--- config.mk ---
export PLATFORM = sky130hd
export DESIGN_NAME = mult_seq_ctrl
export DESIGN_NICKNAME = d
export VERILOG_FILES = /design/src/rtl/mult_seq_ctrl.sv
export SDC_FILE = /design/constraint.sdc
export NUM_CORES = 1
export LEC_CHECK = 0
export ABC_AREA = 1
export CORE_UTILIZATION = 30
export DETAILED_ROUTE_END_ITERATION = 8
export GPL_TIMING_DRIVEN = 0
export HOLD_SLACK_MARGIN = 0.15
export MAX_ROUTING_LAYER = met4
export PLACE_DENSITY_LB_ADDON = 0.25
export SYNTH_ARGS = -nofsm -noshare
export SYNTH_HDL_FRONTEND = slang
export SYNTH_SLANG_ARGS = --single-unit
--- constraint.sdc ---
create_clock -name clk -period 2.6 [get_ports clk]
set_clock_uncertainty 0.1 [all_clocks]
set_input_delay 0.78 -clock clk [delete_from_list [all_inputs] [get_ports clk]]
set_output_delay 0.78 -clock clk [all_outputs]
set_load 0.005 [all_outputs]
--- src/rtl/mult_seq_ctrl.sv ---
// mult_seq_ctrl: sequential shift-and-add unsigned multiplier controller.
// The block owns the operand registers, the accumulator, the iteration
// counter and the start/done handshake. The PW-bit adder lives outside the
// block. This block drives add_a/add_b/add_cin and samples add_sum/add_cout
// in the same cycle.
//
// Handshake: a request is accepted at a rising edge where start=1 and
// ready=1 (IDLE only). start is ignored while busy. The result is valid on
// Product for the single cycle where done=1, and it holds afterwards until the
// next operation reaches DONE. There is no back-pressure on done.

module mult_seq_ctrl #(
   parameter  int WIDTH = 4,
   localparam int PW    = 2 * WIDTH
) (
   input  logic             clk,
   input  logic             rst,
   input  logic             start,
   input  logic [WIDTH-1:0] A,
   input  logic [WIDTH-1:0] B,
   output logic             ready,
   output logic             busy,
   output logic             done,
   output logic [PW-1:0]    Product,
   output logic             err,
   output logic [PW-1:0]    add_a,
   output logic [PW-1:0]    add_b,
   output logic             add_cin,
   input  logic [PW-1:0]    add_sum,
   input  logic             add_cout,
   output logic [1:0]       dbg_state_o
);

   // Counter holds 0..WIDTH-1 during RUN. The extra bit keeps cnt+1 from
   // wrapping at the last RUN cycle.
   localparam int CW = $clog2(WIDTH) + 1;
   localparam logic [CW-1:0] CNT_LAST = CW'(WIDTH - 1);

   typedef enum logic [1:0] {
      S_IDLE = 2'd0,
      S_RUN  = 2'd1,
      S_DONE = 2'd2
   } state_t;

   state_t           state_q, state_d;
   logic [PW-1:0]    mcand_q, mcand_d;
   logic [WIDTH-1:0] mplr_q,  mplr_d;
   logic [PW-1:0]    acc_q,   acc_d;
   logic [CW-1:0]    cnt_q,   cnt_d;
   logic [PW-1:0]    prod_q,  prod_d;
   logic             err_q,   err_d;

   // Accumulator value after this cycle's conditional add. It also feeds
   // Product on the last RUN cycle, so the final add is included.
   logic [PW-1:0]    acc_next;

   // State and datapath registers, with synchronous reset taking priority.
   always_ff @(posedge clk) begin
      if (rst) begin
         state_q <= S_IDLE;
         mcand_q <= '0;
         mplr_q  <= '0;
         acc_q   <= '0;
         cnt_q   <= '0;
         prod_q  <= '0;
         err_q   <= 1'b0;
      end else begin
         state_q <= state_d;
         mcand_q <= mcand_d;
         mplr_q  <= mplr_d;
         acc_q   <= acc_d;
         cnt_q   <= cnt_d;
         prod_q  <= prod_d;
         err_q   <= err_d;
      end
   end

   // Next-state logic, datapath updates and adder operand drive.
   always_comb begin
      state_d  = state_q;
      mcand_d  = mcand_q;
      mplr_d   = mplr_q;
      acc_d    = acc_q;
      cnt_d    = cnt_q;
      prod_d   = prod_q;
      err_d    = err_q;
      acc_next = acc_q;
      add_a    = '0;
      add_b    = '0;

      case (state_q)
         S_IDLE: begin
            if (start) begin
               mcand_d = {{WIDTH{1'b0}}, A};
               mplr_d  = B;
               acc_d   = '0;
               cnt_d   = '0;
               state_d = S_RUN;
            end
         end

         S_RUN: begin
            // The adder is only looked at when the multiplier bit is set.
            // Its carry flags err only on those cycles.
            add_a = acc_q;
            add_b = mcand_q;
            if (mplr_q[0]) begin
               acc_next = add_sum;
               if (add_cout) begin
                  err_d = 1'b1;
               end
            end
            acc_d   = acc_next;
            mcand_d = mcand_q << 1;
            mplr_d  = mplr_q >> 1;
            cnt_d   = cnt_q + CW'(1);
            // A fixed WIDTH iterations run. There is no early exit when mplr empties.
            if (cnt_q == CNT_LAST) begin
               prod_d  = acc_next;
               state_d = S_DONE;
            end
         end

         S_DONE: begin
            state_d = S_IDLE;
         end

         default: begin
            state_d = S_IDLE;
         end
      endcase
   end

   // Status outputs decode from registered state only.
   assign ready       = (state_q == S_IDLE);
   assign busy        = (state_q == S_RUN) || (state_q == S_DONE);
   assign done        = (state_q == S_DONE);
   assign Product     = prod_q;
   assign err         = err_q;
   assign add_cin     = 1'b0;
   assign dbg_state_o = state_q;

endmodule
; ---- After elaboration in Yosys (flattened, before gate mapping)
; Index checks and enable logic that the tools add are counted.
[totals]
ff_bits = 34
input_bits = 20
output_inout_bits = 31
word_cells = 34
[op_classes]
n_addsub = 1
eq_ne = 5
mux = 14
n_reduce_logical = 7
[ops]
columns = cell, count
row1 = $mux 8, 5
row2 = $pmux 8 s2, 2
row3 = $pmux 4 s2, 1
row4 = $pmux 3 s2, 1
row5 = $reduce_and 2->1, 3
row6 = $mux 2, 2
row7 = $mux 4, 1
row8 = $ne 2x2->1 const B, 2
row9 = $pmux 2 s2, 1
row10 = $add 3x1->3 const B, 1
row11 = $eq 3x2->1 const B, 1
row12 = $mux 3, 1
row13 = $reduce_and 3->1, 1
row14 = $eq 2x1->1 const B, 1
row15 = $eq 2x2->1 const B, 1
row16 = $logic_not 2->1, 1
row17 = $reduce_bool 2->1, 1
row18 = $logic_or 1x1->1, 1

; ---- Longest topological paths before layout
[logic_depth]
depth_word = 3
ltp_mapped = 9
depth_no_buf = 8

; ---- Worst setup path before layout
; OpenSTA, ideal clock, no wires.
[synth_path]
path_kind = register to output
start = reg state_q[1], in the netlist dbg_state_o[1]
end = out add_b[4]
arrival_time_ps = 1128
required_ps = 1720
path_slack_ps = 592
path_stages_with_launch = 8
path_buffers = 3
path_cell_list = dfxtp_1 -> inv_1 -> ha_1 -> buf_4 -> buf_2 -> nand2_1 -> inv_1 -> buf_4
[synth_via]
elab_chain_len = 2
[synth_lines]
columns = element, line
row1 = start: declaration, 45  ; state_t state_q, state_d;
row2 = start signal: assignment, 68  ; state_q <= state_d;
row3 = $eq 2x1->1, 91  ; case (state_q)
row4 = $mux 8, 91
row5 = end: declaration, 27  ; output logic [PW-1:0] add_b,
; No other way between the ends.

; ---- Final worst setup path
; Ends and elaborated chain as after synthesis.

==> impl_metrics.yaml <==
clock_tree:
  root_buffer: "clkbuf_8"
  cts_sinks: 34
  cts_max_level: 2
  cts_buffers: 5
  clock_path_buffers: 2
  tritoncts: "yes"
  clk_pin_slew_worst_paths_ns: 0.07
  clkLatencyLatePin_ns: 0.28
grt:
  grt_max_degree: 11
  grt_overflow: 0
  grt_usage: 0.1594
  grt_pass1_vias: 1556
  antenna_found_initial: 0
  grt_first_pass_wirelength_um: 7224
pwr:
  netSwitchingPower_uw: 385.9
  p_leak_uw: 0.001416
  totalPowerFinal_uw: 1292
  p_int_uw: 906.3
  switching_share: 0.2986
  p_seq_frac: 0.440
  peakVddDrop_v: 0.0002528
  combPwrFrac: 0.278
  p_per_area_mw_per_mm2: 526.1
  clockPowerShare: 0.282
logic_synthesis:
  synth_top_family_by_area: "simple AND/OR/NAND/NOR gates"
  syn_avg_cell_area_um2: 6.673
  yosysSeqAreaShare: 0.4096
  synth_compound_area_frac: 0.1137
  synth_mux_area_frac: 0
  syn_area_mm2: 0.001662
  synth_nets: 274
  synth-simple-area-share: 0.3155
  synth_xor_area_frac: 0
  ys_seq_elements: 34
  synthAdderAreaFrac: 0.03765
  yosys_warnings: 0
  synthCells: 249
  ys_types: 19
timing:
  finalHoldViolCount: 0
  fin_ws_ns: 0.1713
  period_needed_ns: 2.429
  max_freq_mhz: 411.7
  drv_slew: 0
  rsz0062_at_grt: "false"
  tightest_slew_ns: 0.5606
  relSlewSlack: 0.6263
  setup_violations: 0
  finalSetupTns_ns: 0
  fin_crit_sh: 0.9341
drt:
  drtIter0Drc: 117
  first_pass_iters: 4
  drc: 0
  vias_per_cell: 4.474
  via_count: 1718
  drt-total-wl_um: 4486
  antenna_left: 0
  wl_per_cell_um: 11.68
min_path:
  hold_path_depth: 2
  hold_class: "reg -> reg"
critical_path:
  reg2reg_depth: 10
  crit_end: "add_b[4]"
  required_ns: 1.72
  critical_path_peak_fanout: 7
  crit_type: "reg -> out"
  endpoint_kind: "primary output"
  startpoint_type: "flop"
  worstReg2RegEnd: "mcand_q[2]"
  r2r-start: "dbg_state_o[1]"
  crit_path_start: "dbg_state_o[1]"
  r2r_slack_ns: 0.83
  crit_arrival_ns: 1.55
layout:
  final_util: 0.4719
  num-fill-cells: 535
  antenna-diode-count: 0
  nets: 339
  drive_above_1_share: 0.1306
  syn2layout_area_growth_pct: 47.82
  final_cells: 384
floorplanning:
  start_util: 0.3192
  die_area_mm2: 0.005840
  die_h_um: 76.42
  floorplan.die.width_um: 76.42
  coreArea_mm2: 0.005205
  rows: 26
  num_io_pins: 51
outcome:
  status: "completed"
placed_design:
  placed_cells: 367
  pre_cts_ws_ns: 0.04550
  io_buffers: 48
  hpwlAfterDp_um: 2974
  gp_congestion: 0.7770
job:
  cap_viol_max_count: 0
-- how the worst min path moves through the flow --
stage	from	to	slack, ns
2_1_floorplan	err	err	0.35
3_3_place_gp	err	err	0.34
3_5_place_dp	err	err	0.35
4_1_cts	err	err	0.36
5_1_grt	err	err	0.38
6_report	err	err	0.35
-- sequential cells by signal, indices dropped and copies added, names as in the netlist --
| name | cells |
|---|---|
| mplr_q | 4 |
| Product | 8 |
| err | 1 |
| cnt_q | 3 |
| acc_q | 8 |
| dbg_state_o | 2 |
| mcand_q | 8 |
-- cells in the final DEF, fill, tap and decap left out, drive strengths merged, types with 5 or more instances in the layout --
master and n:
a21oi 18, buf 24, clkbuf 9, clkdlybuf4s50 32, dfxtp 34, dlymetal6s2s 13, ha 5, inv 28
nand2 80, nand3 17, nor2 33, o21ai 16
-- metal layers --
metal	part of all wire	vias up	global-route usage
li1	-	899	-
met1	0.46	761	0.1974
met2	0.47	52	0.2541
met3	0.051	6	0.03952
met4	0.011	0	0.05000
met5	0	-	-
-- layout make-up --
class / instances / area [um2] / area share
plain buffers: 15 / 120.1 / 0.04890
clock buffers: 7 / 76.32 / 0.03107
inverters: 28 / 105.1 / 0.04279
multi-input cells: 172 / 784.5 / 0.3194
flip-flops and latches: 34 / 681.9 / 0.2776
well taps: 70 / 87.58 / 0.03566
repair buffers: 58 / 600.6 / 0.2445
-- power groups by stage --
stage	Sequential [uW]	Clock [uW]	Combinational [uW]
after floorplan	576	0	184
after global placement	578	0	295
after detailed placement	579	0	294
after CTS	568	375	329
after global routing	573	398	397
final	568	365	359
-- per-stage QoR --
stage	hold slack, ns	area (um2)
2_1_floorplan	0.3466	1662
3_3_place_gp	0.3408	2230
3_5_place_dp	0.3471	2230
4_1_cts	0.3571	2367
5_1_grt	0.3824	2456
6_report	0.3526	2456
-- synthesized netlist by cell type --
master | count | share of area
nand2_1 | 76 | 0.17
dfxtp_1 | 34 | 0.41
nor2_1 | 33 | 0.075
inv_1 | 27 | 0.061
a21oi_1 | 17 | 0.051
nand3_1 | 17 | 0.051
o21ai_0 | 16 | 0.048
buf_4 | 7 | 0.032
buf_2 | 5 | 0.015
ha_1 | 5 | 0.038
nand2_2 | 3 | 0.011
a22oi_1 | 2 | 0.0090
a21oi_2 | 1 | 0.0053
buf_1 | 1 | 0.0023
buf_6 | 1 | 0.0068
clkbuf_1 | 1 | 0.0023
conb_1 | 1 | 0.0023
inv_2 | 1 | 0.0023
nand2_4 | 1 | 0.0068
-- logic make-up (layout without fill, tap and decap cells) --
kind of cell / Yosys count / count (layout)
AO/OA/AOI/OAI: 36 / 36
adder cells (fa/ha/maj): 5 / 5
buffers and inverters: 43 / 108
flip-flops: 34 / 34
other: 1 / 1
AND/OR/NAND/NOR: 130 / 130
-- what timing repair did --
| item | in CTS | in global routing |
|---|---|---|
| gates resized for setup | 12 | 18 |
| endpoints found under the hold margin | 0 | 0 |
| buffers inserted | 5 | 4 |
| setup endpoints to repair | 16 | 13 |
| gates cloned | 0 | 1 |
| hold buffers | 0 | 0 |
-- critical path: stages, from the launching register on --
cell and delay (ns):
dfxtp_2 0.34, inv_2 0.04, ha_2 0.16, buf_6 0.13, buf_8 0.13, nand2_1 0.05, inv_1 0.05, buf_4 0.12
dlygate4sd2_1 0.25
No activity file was read; power rests on OpenSTA's default activity.
